### config.mk
export PLATFORM = sky130hd
export DESIGN_NAME = debounce_array
export DESIGN_NICKNAME = d
export VERILOG_FILES = /design/src/rtl/debounce_array.sv
export SDC_FILE = /design/constraint.sdc
export NUM_CORES = 1
export LEC_CHECK = 0
export CORE_MARGIN = 1.5
export CORE_UTILIZATION = 55
export DETAILED_ROUTE_END_ITERATION = 7
export PLACE_DENSITY = 0.83
export REMOVE_ABC_BUFFERS = 1
export SYNTH_ARGS = -nofsm -noshare
export SYNTH_HDL_FRONTEND = slang
export SYNTH_HIERARCHICAL = 1
export SYNTH_SLANG_ARGS = --single-unit
### constraint.sdc
create_clock -name clk -period 3.55 [get_ports clk]
set_input_delay 0.5325 -clock clk [delete_from_list [all_inputs] [get_ports clk]]
set_output_delay 0.5325 -clock clk [all_outputs]
set_load 0.01 [all_outputs]
### src/rtl/debounce_array.sv
// debounce_array: multi-channel push-button / slide-switch synchroniser and debounce filter.
// Define DEBOUNCE_LONGPRESS_RST_EN to build the long-press reset request on btn_out[0].

module debounce_chan #(
    parameter int CNT_W         = 20,
    parameter int STABLE_CYCLES = 1000000
) (
    input  logic clk,
    input  logic rst,
    input  logic raw,
    output logic level,
    output logic rise,
    output logic fall
);
    localparam logic [CNT_W-1:0] CNT_LAST = CNT_W'(STABLE_CYCLES - 1);

    logic             sync1;
    logic             s;
    logic [CNT_W-1:0] cnt;
    logic             accept;

    // A differing sample on the final count flips the level this edge.
    assign accept = (s != level) && (cnt == CNT_LAST);

    always_ff @(posedge clk) begin
        if (rst) begin
            sync1 <= 1'b0;
            s     <= 1'b0;
            cnt   <= '0;
            level <= 1'b0;
            rise  <= 1'b0;
            fall  <= 1'b0;
        end else begin
            sync1 <= raw;
            s     <= sync1;
            rise  <= accept && s;
            fall  <= accept && !s;
            if (s == level) begin
                cnt <= '0;
            end else if (accept) begin
                level <= s;
                cnt   <= '0;
            end else begin
                cnt <= cnt + 1'b1;
            end
        end
    end
endmodule

module debounce_array #(
    parameter int N_BTN         = 4,
    parameter int N_SW          = 8,
    parameter int CNT_W         = 20,
    parameter int STABLE_CYCLES = 1000000,
    parameter int LONG_W        = 28,
    parameter int LONG_CYCLES   = 200000000
) (
    input  logic             clk,
    input  logic             rst,
    input  logic [N_BTN-1:0] btn,
    input  logic [N_SW-1:0]  sw,
    output logic [N_BTN-1:0] btn_out,
    output logic [N_BTN-1:0] btn_press,
    output logic [N_BTN-1:0] btn_release,
    output logic [N_SW-1:0]  sw_out,
    output logic             rst_out
);
    // Switch lanes share the button filter; their edge strobes are simply dropped.
    logic [N_SW-1:0] sw_rise_unused;
    logic [N_SW-1:0] sw_fall_unused;

    for (genvar i = 0; i < N_BTN; i++) begin : g_btn
        debounce_chan #(
            .CNT_W        (CNT_W),
            .STABLE_CYCLES(STABLE_CYCLES)
        ) u_chan (
            .clk  (clk),
            .rst  (rst),
            .raw  (btn[i]),
            .level(btn_out[i]),
            .rise (btn_press[i]),
            .fall (btn_release[i])
        );
    end

    for (genvar i = 0; i < N_SW; i++) begin : g_sw
        debounce_chan #(
            .CNT_W        (CNT_W),
            .STABLE_CYCLES(STABLE_CYCLES)
        ) u_chan (
            .clk  (clk),
            .rst  (rst),
            .raw  (sw[i]),
            .level(sw_out[i]),
            .rise (sw_rise_unused[i]),
            .fall (sw_fall_unused[i])
        );
    end

`ifdef DEBOUNCE_LONGPRESS_RST_EN
    localparam logic [LONG_W-1:0] LONG_LAST = LONG_W'(LONG_CYCLES - 1);
    localparam logic [LONG_W-1:0] LONG_MAX  = LONG_W'(LONG_CYCLES);

    logic [LONG_W-1:0] lcnt;

    // Once raised, rst_out latches until btn_out[0] drops.
    always_ff @(posedge clk) begin
        if (rst) begin
            lcnt    <= '0;
            rst_out <= 1'b0;
        end else begin
            if (!btn_out[0]) begin
                lcnt <= '0;
            end else if (lcnt != LONG_MAX) begin
                lcnt <= lcnt + 1'b1;
            end
            rst_out <= btn_out[0] && ((lcnt == LONG_LAST) || rst_out);
        end
    end
`else
    localparam int long_cfg_unused = LONG_W + LONG_CYCLES;
    assign rst_out = 1'b0;
`endif
endmodule

==> flow_summary_export.csv, run 1 <==
group,metric,value,unit
route,routed_via_density,5.669,
global_routing,grt_max_degree,35,
floorplanning,io_pins,35,
floorplanning,die-area,25210,um2
clock_network,cts_hold_buf,0,
setup_path,cp-end-kind,"output port",
sta,min_period,2.074,ns
route,finalWirelength,24750,um
route,wl_met1,11510,um
route,num_vias,10150,
sta,tightest_slew,0.7119,ns
setup_path,crit_family,"buffers and inverters",
sta,fin_crit_sh,0.5842,
sta,finalMaxSlewViolations,0,
sta,rsz0062_at_grt,"false",
setup_path,crit_buf_inv,1,
pwr,power_density,433.9,nW/um2
place,io_buffer_count,33,
layout,finalInstanceArea,14830,um2
route,drtAntennaViolNets,0,
setup_path,crit_path_max_incr_delay,0.57,ns
clock_network,clk_latency,0.55,ns
clock_network,path_clk_slew,0.06,ns
clock_network,cts_buffers,30,
pwr,total_power,0.006434,W
setup_path,cp-start-kind,"register",
floorplanning,coreArea,23610,um2
clock_network,numClockSinks,284,
layout,mostFrequentLayoutCell,"dfxtp_1",
setup_path,path_max_fanout,3,
floorplanning,num_rows,56,
sta,tns,0,ns
layout,nFillCells,1903,
setup_path,crit_type,"register to output port",
place,placed_area,13820,um2
yosys,netlist_area,13350,um2
sta,final-hold-violation-count,0,
route,wl_per_cell,13.82,um
layout,area_delta_synth_final,11.10,%
layout,antenna_cells,0,
clock_network,cts_setup_buffers,0,
clock_network,clockRootBuffer,"clkbuf_16",
floorplanning,die_w,158.8,um
pwr,peakVddDrop,0.4409,mV
clock_network,cts_resized,0,
sta,max_freq,482.2,MHz
route,firstDrtPassIters,7,
layout,mostFrequentLayoutCells,"284 x dfxtp_1, 200 x nor2_1, 124 x xnor2_1",
setup_path,path_cells,"clkdlybuf4s50_1",
setup_path,crit_required,3.02,ns
floorplanning,initial_core_util,0.5653,
layout,final_core_util,0.6280,
place,globalplace.congestion,0.8331,
global_routing,grt_util_all_layers,0.1936,
min_path,hold_class,"register to register",
status,status,"complete, no violations",
global_routing,grt_pass1_vias,9542,
run,cap_violations,0,
layout,drive_gt1_frac,0.1094,
route,drc_errors,0,
yosys,syn_area_per_cell,9.487,um2
clock_network,cts_max_level,1,
yosys,yosysWarnings,6,
layout,nNetsFinal,1475,
sta,setup_viol,0,
sta,slew_headroom,0.5254,
global_routing,grt_first_pass_wirelength,43170,um
setup_path,slowest_stage,"clkdlybuf4s50_1",
route,top_layer_used,"met4",
route,dr_wl_met3,888,um
route,drt_first_iter_violations,688,
pwr,p_leak,4.630,nW
clock_network,cts_tree,"yes",
sta,skew,0.01618,ns
floorplanning,fp.dieH,158.8,um
yosys,synth_cells,1407,
setup_path,critPathArrivalTime,1.54,ns
global_routing,antenna_found_initial,0,
place,place_hpwl,16550,um
global_routing,gr-total-overflow,0,
clock_network,clockBufferDepth,3,
route,dr_wl_met2,11860,um
-- area by class of cell --
cell class,count,area [um2],share of cell area
Clock buffer,40,849.6,0.05729
Clock inverter,15,157.7,0.01063
Inverter,42,157.7,0.01063
Multi-Input combinational cell,1056,7239,0.4882
Sequential cell,284,5685,0.3834
Tap cell,319,399.1,0.02692
Timing Repair Buffer,35,340.3,0.02295
-- through the flow --
step	cells	hold slack, ns	setup slack, ns
CTS	1791	0.4375	1.458
global route	1791	0.4566	1.402
finish	1791	0.4348	1.476
global placement	1736	0.4164	1.459
floorplan	1382	0.4138	1.911
detailed placement	1736	0.4231	1.382
-- per-layer routing --
layer	GRT usage	up-vias
met2	0.3385	170
met4	0.05195	0
li1	-	5133
met3	0.03030	41
met1	0.2469	4810
met5	0	-
-- power breakdown --
part	total, W	switching (W)	internal (W)	leakage (nW)
Clock	0.00314	0.00125	0.00189	0.495
Sequential	0.00321	0.0000104	0.00320	2.29
Combinational	0.0000818	0.0000457	0.0000361	1.84
-- path summary, 6_finish.rpt --
check | start | end | slack, ns | depth (start not counted)
setup / recovery | g_sw[4].u_chan/level | sw_out[4] | 1.48 | 1
setup reg to reg | g_sw[7].u_chan/cnt[0] | g_sw[7].u_chan/cnt[2] | 1.58 | 5
hold reg to reg | g_sw[1].u_chan/sync1 | g_sw[1].u_chan/s | 0.43 | 1
hold / removal | g_sw[1].u_chan/sync1 | g_sw[1].u_chan/s | 0.43 | 1
-- registers in the layout, summed over array words and instances (netlist names), 8 cells and up --
register and cells:
g_sw.u_chan/s 8, g_sw.u_chan/cnt 160, g_sw.u_chan/sync1 8, g_sw.u_chan/level 8, g_btn.u_chan/cnt 80
-- worst reg2reg max path, cell delays in order, from the launching register on --
cell and delay, ns:
dfxtp_1 0.37, ha_1 0.27, and3_1 0.23, nand3_1 0.19
o21ai_2 0.64, nor2_1 0.14
No activity file was read; power rests on OpenSTA's default activity.
==> run 2, diff against run 1 <==
Clock period 3.55 ns to 2.1 ns, I/O delays scaled along.
==> flow_summary_export.csv, run 2 (synthesis results as in run 1) <==
group,metric,value,unit
clock_network,cts_resized,0,
global_routing,grt_max_degree,39,
setup_path,path_cells,"clkdlybuf4s50_1",
clock_network,cts_tree,"yes",
setup_path,r2r-start,"g_sw[1].u_chan/cnt[10]",
route,finalWirelength,24340,um
pwr,power_density,722.4,nW/um2
setup_path,cp-end-kind,"output port",
layout,drive_gt1_frac,0.1081,
setup_path,crit_path_max_incr_delay,0.58,ns
layout,area_delta_synth_final,10.87,%
sta,fin_crit_sh,0.8857,
floorplanning,initial_core_util,0.5653,
global_routing,grt_util_all_layers,0.1921,
clock_network,clockBufferDepth,3,
sta,tns,0,ns
sta,skew,0.01046,ns
setup_path,critPathArrivalTime,1.55,ns
sta,final-hold-violation-count,0,
route,firstDrtPassIters,6,
route,num_vias,10140,
setup_path,path_max_fanout,3,
setup_path,reg2reg_slack,0.32,ns
layout,mostFrequentLayoutCells,"284 x dfxtp_1, 200 x nor2_1, 124 x xnor2_1",
route,drc_errors,0,
clock_network,clk_latency,0.55,ns
global_routing,grt_first_pass_wirelength,43040,um
floorplanning,fp.dieH,158.8,um
pwr,peakVddDrop,0.5848,mV
floorplanning,die-area,25210,um2
layout,top_register,"g_sw.u_chan/cnt",
clock_network,cts_setup_buffers,0,
sta,rsz0062_at_grt,"false",
layout,finalInstanceArea,14800,um2
layout,antenna_cells,0,
layout,multiInputGateArea,7239,um2
floorplanning,die_w,158.8,um
layout,nNetsFinal,1476,
setup_path,slowest_stage,"clkdlybuf4s50_1",
place,placed_area,13850,um2
setup_path,crit_buf_inv,1,
place,place_hpwl,16460,um
route,wl_per_cell,13.60,um
layout,nFillCells,1943,
global_routing,grt_pass1_vias,9622,
floorplanning,coreArea,23610,um2
route,drtAntennaViolNets,0,
setup_path,cp-start-kind,"register",
clock_network,cts_buffers,29,
run,cap_violations,0,
floorplanning,num_rows,56,
global_routing,antenna_found_initial,0,
min_path,hold_depth,3,
setup_path,cp-startpoint,"g_sw[2].u_chan/level",
clock_network,clockRootBuffer,"clkbuf_16",
min_path,hold_class,"input port to register",
pwr,p_leak,4.627,nW
global_routing,gr-total-overflow,0,
place,io_buffer_count,33,
sta,max_freq,537.6,MHz
min_path,hold_end,"g_sw[7].u_chan/sync1",
layout,largest_reg_flops,160,
setup_path,crit_family,"buffers and inverters",
setup_path,rr_endpoint,"g_sw[1].u_chan/cnt[12]",
layout,top_regs,"g_sw.u_chan/cnt x160, g_btn.u_chan/cnt x80",
floorplanning,io_pins,35,
layout,seqCellArea,5685,um2
status,status,"complete, no violations",
layout,mostFrequentLayoutCell,"dfxtp_1",
setup_path,crit_type,"register to output port",
sta,min_period,1.860,ns
sta,setup_viol,0,
setup_path,ff2ff_path_depth,4,
clock_network,numClockSinks,284,
setup_path,crit_required,1.78,ns
clock_network,path_clk_slew,0.06,ns
sta,finalMaxSlewViolations,0,
route,drt_first_iter_violations,606,
min_path,min_from,"rst",
clock_network,cts_max_level,1,
place,globalplace.congestion,0.8610,
route,routed_via_density,5.662,
clock_network,cts_hold_buf,0,
run 2: cell count changes in the layout (fill, tap and decap cells not counted), sizes merged:
cell / change
clkbuf: -2
buf: +2
clkinvlp: -3
inv: +1
clkinv: +1
run 2: area by class of cell:
class | count | area share
multi-input combinational | 1056 | 0.4892
sequential | 284 | 0.3842
clock buffer | 38 | 0.05335
tap | 319 | 0.02697
timing repair buffer | 37 | 0.02486
clock inverter | 14 | 0.01082
inverter | 42 | 0.01065
run 2: worst max-delay path by stage:
stage                         endpoint  slack, ns  cells after the start
6_report                     sw_out[2]       0.24                      1
5_1_grt         g_sw[1].u_chan/cnt[12]       0.19                      4
4_1_cts                      sw_out[2]       0.22                      1
3_5_place_dp   g_btn[2].u_chan/cnt[18]       0.34                      5
3_3_place_gp    g_sw[6].u_chan/cnt[18]       0.38                      5
2_1_floorplan   g_sw[0].u_chan/cnt[18]       0.46                      5
run 2: report_power, final:
group          switching [W]  total [W]  internal [W]
clock network        0.00210    0.00512       0.00302
logic              0.0000759   0.000141     0.0000651
registers          0.0000181    0.00543       0.00542
run 2: routing by layer:
| layer | share of wire | GRT usage | vias up |
|---|---|---|---|
| met5 | 0 | 0 | - |
| met4 | 0.017 | 0.05108 | 0 |
| met3 | 0.040 | 0.03318 | 38 |
| met2 | 0.47 | 0.3268 | 157 |
| met1 | 0.47 | 0.2507 | 4816 |
| li1 | - | - | 5124 |
run 2: through the flow:
step	util	cells	total power [W]	setup slack, ns	hold slack (ns)
4_1_cts	0.6267	1790	0.01083	0.2243	0.1956
3_3_place_gp	0.5865	1738	0.005693	0.3835	0.4196
6_report	0.6267	1790	0.01069	0.2399	0.2060
3_5_place_dp	0.5865	1738	0.005696	0.3354	0.4234
2_1_floorplan	-	1382	0.005623	0.4607	0.3841
5_1_grt	0.6267	1790	0.01106	0.1946	0.2189
